--- src/rtl/ram_if_pkg.sv ---
// Shared types and constants for the change-detect RAM initiator (ram_master).
package ram_if_pkg;

    typedef enum logic [1:0] {
        ST_IDLE   = 2'd0,
        ST_SETTLE = 2'd1,
        ST_WAIT   = 2'd2
    } ram_state_e;

    localparam int RAM_DATA_W_DEF  = 32;
    localparam int RAM_ADDR_W_DEF  = 32;
    localparam int RAM_SETTLE_DEF  = 2;
    localparam int RAM_SETTLE_MIN  = 2;
    localparam int RAM_TIMEOUT_DEF = 16;

    // The RAM needs one edge to drop response and one to raise it again.
    function automatic int settle_clamp(input int settle);
        if (settle < RAM_SETTLE_MIN) begin
            return RAM_SETTLE_MIN;
        end else begin
            return settle;
        end
    endfunction

endpackage

--- src/rtl/ram_master.sv ---
// Initiator for the change-detect RAM: one request in flight, response sampled after a settle window.
// Optional WAIT-state timeout is enabled by defining RAM_MASTER_TIMEOUT_EN.
module ram_master
    import ram_if_pkg::*;
#(
    parameter int DATA_W         = RAM_DATA_W_DEF,
    parameter int ADDR_W         = RAM_ADDR_W_DEF,
    parameter int SETTLE         = RAM_SETTLE_DEF,
    parameter int TIMEOUT_CYCLES = RAM_TIMEOUT_DEF
) (
    input  logic              clk,
    input  logic              rst,
    input  logic              req_valid,
    output logic              req_ready,
    input  logic              req_wr,
    input  logic [ADDR_W-1:0] req_addr,
    input  logic [DATA_W-1:0] req_data,
    output logic              rsp_valid,
    output logic [DATA_W-1:0] rsp_data,
    output logic [DATA_W-1:0] ram_data,
    output logic [ADDR_W-1:0] ram_addr,
    output logic              ram_wr,
    input  logic              ram_response,
    input  logic [DATA_W-1:0] ram_out,
    output logic              err
);

    localparam int SETTLE_EFF = settle_clamp(SETTLE);
    localparam int SET_W      = $clog2(SETTLE_EFF);
    localparam logic [SET_W-1:0] SET_LOAD = SET_W'(SETTLE_EFF - 1);
    localparam logic [SET_W-1:0] SET_ONE  = SET_W'(1);

`ifdef RAM_MASTER_TIMEOUT_EN
    localparam int TO_W = $clog2(TIMEOUT_CYCLES + 1);
    localparam logic [TO_W-1:0] TO_LAST = TO_W'(TIMEOUT_CYCLES - 1);
    localparam logic [TO_W-1:0] TO_ONE  = TO_W'(1);

    logic [TO_W-1:0]   wait_cnt_q;
`endif

    ram_state_e        state_q;
    logic [SET_W-1:0]  settle_cnt_q;
    logic              req_ready_q;
    logic              rsp_valid_q;
    logic [DATA_W-1:0] rsp_data_q;
    logic [DATA_W-1:0] ram_data_q;
    logic [ADDR_W-1:0] ram_addr_q;
    logic              ram_wr_q;
    logic              err_q;

    // Request FSM; ram_* only change on an accepted request so the RAM is never retriggered.
    always_ff @(posedge clk) begin
        if (rst) begin
            state_q      <= ST_IDLE;
            settle_cnt_q <= '0;
            req_ready_q  <= 1'b1;
            rsp_valid_q  <= 1'b0;
            rsp_data_q   <= '0;
            ram_data_q   <= '0;
            ram_addr_q   <= '0;
            ram_wr_q     <= 1'b0;
            err_q        <= 1'b0;
`ifdef RAM_MASTER_TIMEOUT_EN
            wait_cnt_q   <= '0;
`endif
        end else begin
            rsp_valid_q <= 1'b0;
            err_q       <= 1'b0;
            case (state_q)
                ST_IDLE: begin
                    if (req_valid && req_ready_q) begin
                        ram_wr_q     <= req_wr;
                        ram_addr_q   <= req_addr;
                        ram_data_q   <= req_data;
                        settle_cnt_q <= SET_LOAD;
                        req_ready_q  <= 1'b0;
                        state_q      <= ST_SETTLE;
                    end else begin
                        req_ready_q  <= 1'b1;
                    end
                end
                ST_SETTLE: begin
                    // A stale high response from the previous op is not trusted here.
                    if (settle_cnt_q == '0) begin
                        state_q    <= ST_WAIT;
`ifdef RAM_MASTER_TIMEOUT_EN
                        wait_cnt_q <= '0;
`endif
                    end else begin
                        settle_cnt_q <= settle_cnt_q - SET_ONE;
                    end
                end
                ST_WAIT: begin
                    if (ram_response) begin
                        rsp_data_q  <= ram_out;
                        rsp_valid_q <= 1'b1;
                        req_ready_q <= 1'b1;
                        state_q     <= ST_IDLE;
                    end
`ifdef RAM_MASTER_TIMEOUT_EN
                    else if (wait_cnt_q == TO_LAST) begin
                        rsp_data_q  <= '0;
                        rsp_valid_q <= 1'b1;
                        err_q       <= 1'b1;
                        req_ready_q <= 1'b1;
                        state_q     <= ST_IDLE;
                    end else begin
                        wait_cnt_q  <= wait_cnt_q + TO_ONE;
                    end
`else
                    else begin
                        state_q     <= ST_WAIT;
                    end
`endif
                end
                default: begin
                    req_ready_q <= 1'b1;
                    state_q     <= ST_IDLE;
                end
            endcase
        end
    end

    assign req_ready = req_ready_q;
    assign rsp_valid = rsp_valid_q;
    assign rsp_data  = rsp_data_q;
    assign ram_data  = ram_data_q;
    assign ram_addr  = ram_addr_q;
    assign ram_wr    = ram_wr_q;
    assign err       = err_q;

endmodule

--- config.mk ---
export PLATFORM = sky130hd
export DESIGN_NAME = ram_master
export DESIGN_NICKNAME = d
export VERILOG_FILES = /design/src/rtl/ram_if_pkg.sv /design/src/rtl/ram_master.sv
export SDC_FILE = /design/constraint.sdc
export NUM_CORES = 1
export LEC_CHECK = 0
export BUFFER_PORTS_ARGS = -buffer_cell sky130_fd_sc_hd__buf_2
export CAP_MARGIN = 20
export CORE_ASPECT_RATIO = 0.5
export CORE_MARGIN = 3
export CORE_UTILIZATION = 39
export DETAILED_ROUTE_END_ITERATION = 10
export MAX_ROUTING_LAYER = met4
export PLACE_DENSITY = 0.73
export SLEW_MARGIN = 20
export SYNTH_ARGS = -nofsm -noshare
export SYNTH_HDL_FRONTEND = slang
export SYNTH_SLANG_ARGS = --single-unit
export TNS_END_PERCENT = 100
--- constraint.sdc ---
create_clock -name clk -period 1.2 [get_ports clk]
set_input_delay 0.06 -clock clk [delete_from_list [all_inputs] [get_ports clk]]
set_output_delay 0.06 -clock clk [all_outputs]
set_load 0.01 [all_outputs]
; ---- Yosys cells after proc, flatten, opt, wreduce, memory -nomap -nowiden
; Cells that the tools add are included.
[classes]
bitwise = 2
eq_ne = 5
muxes = 11
reduce_logical = 9
add_sub_neg = 1
[ops]
columns = op, n
row1 = 2-bit AND reduction, 5
row2 = 2-bit two-way mux, 3
row3 = "2-bit inequality test, second input constant", 3
row4 = 2-bit one-hot mux with 3 select lines, 1
row5 = 1-bit two-way mux, 5
row6 = 1-bit one-hot mux with 3 select lines, 1
row7 = "2-bit by 1-bit == test with 1-bit output, second input constant", 1
row8 = "2-bit == test, second input constant", 1
row9 = 2-bit logical NOT, 1
row10 = 1-bit NOT, 2
row11 = 1-bit one-hot mux with 2 select lines, 1
row12 = 2-bit nonzero test, 1
row13 = 2-bit OR reduction, 1
row14 = 1-bit logical AND, 1
row15 = "1-bit subtractor, second input constant", 1
[totals]
register_bits = 102
in_bits = 101
output_inout_bits = 100
wordCells = 36

; ---- Depth between registers and ports, before layout
[depth]
word_depth = 3
mapped_depth = 5

; ---- Worst setup path before layout
; Ideal clock, no wire load.
[synth_path]
path_type = register to register
start = reg req_ready_q, in the netlist req_ready
end = reg ram_addr_q[13], in the netlist ram_addr[13]
path_stages_with_launch = 6
period_less_slack_ns = 1.150
slack_ns = 0.050
arrival_time_ns = 1.080
n_path_buf = 2
path_cell_list = dfxtp_1 -> and4bb_2 -> buf_6 -> buf_6 -> nand2_1 -> a21oi_1
[synth_via]
elab_chain_cells = 2
[synth_lines]
columns = item, line_no
row1 = "start, declared", ram_master.sv:43  ; logic req_ready_q;
row2 = "start signal, assigned", ram_master.sv:56  ; req_ready_q <= 1'b1;
row3 = "start signal, assigned", ram_master.sv:76  ; req_ready_q <= 1'b0;
row4 = "start signal, assigned", ram_master.sv:79  ; req_ready_q <= 1'b1;
row5 = 1-bit logical AND, ram_master.sv:71  ; if (req_valid && req_ready_q) begin
row6 = 2-bit AND reduction (no source line), -
row7 = "end signal, assigned", ram_master.sv:73  ; ram_addr_q <= req_addr;
row8 = "end, declared", ram_master.sv:47  ; logic [ADDR_W-1:0] ram_addr_q;
; No other way between the ends.
; A chain may end at the register's enable or synchronous reset.

; ---- Final worst setup path
[layout_path]
start = reg state_q[0]
end = reg ram_data_q[27], in the netlist ram_data[27]
[layout_via]
elab_chain_cells = 2
[layout_lines]
columns = item, line_no
row1 = "start, declared", ram_master.sv:41  ; ram_state_e state_q;
row2 = "start signal, assigned", ram_master.sv:54  ; state_q <= ST_IDLE;
row3 = "start signal, assigned", ram_master.sv:77  ; state_q <= ST_SETTLE;
row4 = "start signal, assigned", ram_master.sv:85  ; state_q <= ST_WAIT;
row5 = 2-bit logical NOT, ram_master.sv:69  ; case (state_q)
row6 = 2-bit AND reduction (no source line), -
row7 = "end signal, assigned", ram_master.sv:74  ; ram_data_q <= req_data;
row8 = "end, declared", ram_master.sv:46  ; logic [DATA_W-1:0] ram_data_q;
; No other way between the ends.

==> summary.md <==
| Metric | Value |
|---|---|
| Routed vias | 4110 |
| First-pass GRT wire length | 18.9 mm |
| RR Endpoint | ram_data[27] |
| Most frequent cells in the layout | buf_2 (199), nand2_1 (185), dfxtp_1 (100) |
| CTS tree | yes |
| Congestion Overflow GR | 0 |
| Chip Height | 73.7 um |
| CP top delay family | simple AND/OR/NAND/NOR gates |
| Compound-Gate Fraction of Synth Area | 14.6% |
| Synth top area share | 57.2% |
| Slowest CP cell | and4bb_4 |
| I/O Buffers | a little under 200 |
| Die area | approximately 0.010 mm^2 |
| GRT Resource Usage Total | roughly a quarter |
| Area of the core | 0.00843 mm^2 |
| Buf+Inv Stages, Crit Path | 1 |
| Clock Root Buffer | clkbuf_16 |
| H-tree Lvls | 3 |
| Post-synthesis mux area share | 0% |
| Pin count of the biggest net entering global routing | 42 |
| Starting Density | 42.4% |
| Synthesized Nets | 545 |
| Syn Area/Cell | 8.04 um^2 |
| CTS max path bufs | 2 |
| Worst path cell trace | and4bb_4 -> buf_12 -> nand2_1 -> a21oi_1 |
| Synth Area in XOR/XNOR | 0% |
| Max cap viols | 0 |
| Multi-input logic area | 0.00149 mm^2 |
| Synthesized instance count | approximately 440 |
| Hold Crit Class | in2reg |
| Seq. cell area | 0.00205 mm^2 |
| Final Wtd Congestion | 0.776 |
| Drt first-iter violations | 228 |
| R2R Setup Slk | -50 ps |
| Yosys Warn Count | 0 |
| Critical path data required time | roughly 1500 ps |
| R2R depth | 4 |
| Crit end category | flop |
| Final worst slack | -53.5 ps |
| Synth async-reset ratio | 0% |
| Cell taking the most area after synthesis | dfxtp_1 |
| VDD IR max | 1020 uV |
| Max Fclk | 798 MHz |
| #FFs+latches synth | 102 |
| Initial antenna violation count | 1 |
| Worst Path Arrival | 1510 ps |
| EDFF count, synth | 0 |
| TritonCTS Buffers | 9 |
| Finished Core Util | 74.6% |
| Tmin final | ~1300 ps |
| Max-slew violation count | 0 |
| FF-to-FF Start | state_q[0] |
| Final setup violation count | 51 |
| Final hold viol count | 0 |
| Main area contributors after synthesis | dfxtp_1 (57%), nand2_1 (20%), a21oi_1 (14%) |
| Die X | 141 um |
| Leakage | between 2 and 3 nW |
| Clock slew at reported path FFs | 60 ps |
| Pre-antenna DRT Iters | 5 |
| Final WL | 12.6 mm |
| Post-Syn Area | 0.00357 mm^2 |
| Synth cell types | 22 |
| Most common cell after layout, fill and taps aside | buf_2 |
| RSZ-0062 raised after global routing | yes |
| Violated checks | setup timing |
| Hpwl dp | roughly 7 mm |
| Delay of the slowest critical-path stage | 420 ps |
| Synth Area in Adders | 0% |
| End point of the critical path | ram_data[27] |
| Critical Path Start Type | flop |
| Num rows | 23 |
| DRC viols | 0 |
| I/O Pins | 201 |
| Crit path launch | state_q[0] |
| Nets@finish | about 840 |
| P per Cell Area | 1300 mW/mm^2 |
| CTS Sinks | 102 |
| Synth Flop Type | dfxtp_1 |
| Post-synthesis simple-gate area fraction | 22.6% |
| Vias in the first global route | 3976 |
| Via density | 4.79 |
| ANT nets after route | 0 |
| Fillers | 580 |
| Largest family of logic cells by synthesized area | simple AND/OR/NAND/NOR gates |
| Crit Path Category | reg2reg |
| Area growth syn-to-layout | 76.2% |
| Worst slack, placed | -41.1 ps |
| Seq/Total Area, Yosys | 57.2% |
| Critical path depth | 4 |
| Layout cells sized above 1 | 37.9% |
| Clk_lat worst skew | 330 ps |
| Clock skew | 7.03 ps |
| Period utilization | 104% |
| Outcome | finished, violations left |
| Worst Path Max Fanout | 29 |
| Wire per inst | 14.7 um |
-- tightest hold or removal path, cell delays in order --
cell and delay (ps):
buf_2 100, or3b_4 120, a21oi_2 40, o21bai_1 100
-- logic make-up (layout without fill, tap and decap cells) --
family,count (synthesis),count (layout)
AO/OA/AOI/OAI,103,103
other,1,2
buffers and inverters,34,335
AND/OR/NAND/NOR,204,204
flip-flops,102,102
-- worst min path at each step --
stage	from	endpoint	slack, ps	cells past startpoint
final	ram_response	req_ready	130	4
after global routing	req_valid	settle_cnt_q	130	3
after CTS	ram_response	req_ready	110	4
after detailed placement	ram_out[5]	rsp_data[5]	310	3
after global placement	ram_out[17]	rsp_data[17]	300	3
after floorplan	req_addr[0]	ram_addr[0]	200	2
-- report_power, final --
part           internal [mW]  switching, mW
combinational          0.792          0.756
clock                   1.72           1.22
sequential              3.59          0.101
total                   6.11           2.07
-- Yosys cell counts, types with 2 or more instances --
| cell type | instances |
|---|---|
| dfxtp_1 | 102 |
| buf_4 | 4 |
| buf_2 | 13 |
| nand2_1 | 194 |
| clkbuf_1 | 11 |
| and3b_1 | 2 |
| a21oi_1 | 99 |
| buf_6 | 5 |
-- state kept, by name, indices dropped and copies added, names as in the netlist --
name          cells
settle_cnt_q      1
ram_wr            1
ram_addr         32
ram_data         32
rsp_data         32
rsp_valid         1
req_ready         1
state_q           2
-- timing repair --
action                                 CTS  global route
pin swaps                                0             4
hold buffers                            97             0
resized for setup                        9            44
cloned                                   2             2
endpoints found under the hold margin   97             0
buffers inserted                         2             2
setup endpoints to repair               47            94
-- metal layers --
metal	vias up	wire length (um)	track usage (%)
li1	2017	-	-
met1	1888	4840	24.8
met2	160	6610	42.0
met3	45	694	6.37
met4	0	433	10.6
met5	-	0	-
-- final cells by class --
class	count	area share, %
Clock inverter	4	0.716
Tap cell	112	2.23
Timing Repair Buffer	318	36.6
Inverter	1	0.0597
Multi-Input combinational cell	308	23.7
Antenna cell	1	0.0398
Sequential cell	102	32.5
Clock buffer	12	4.08
-- metrics by stage --
stage | cell area, um^2 | TNS, ps | hold WS, ps | power, mW | cells
2_1_floorplan | 3570 | 0 | 196 | 4.37 | 444
3_3_place_gp | 4710 | 0 | 299 | 4.85 | 736
3_5_place_dp | 4710 | -224 | 306 | 4.88 | 736
4_1_cts | 6080 | -735 | 106 | 8.15 | 853
5_1_grt | 6290 | -5460 | 130 | 8.53 | 858
6_report | 6290 | -1290 | 131 | 8.18 | 858
Note: power is estimated with default switching activity, not from simulation.
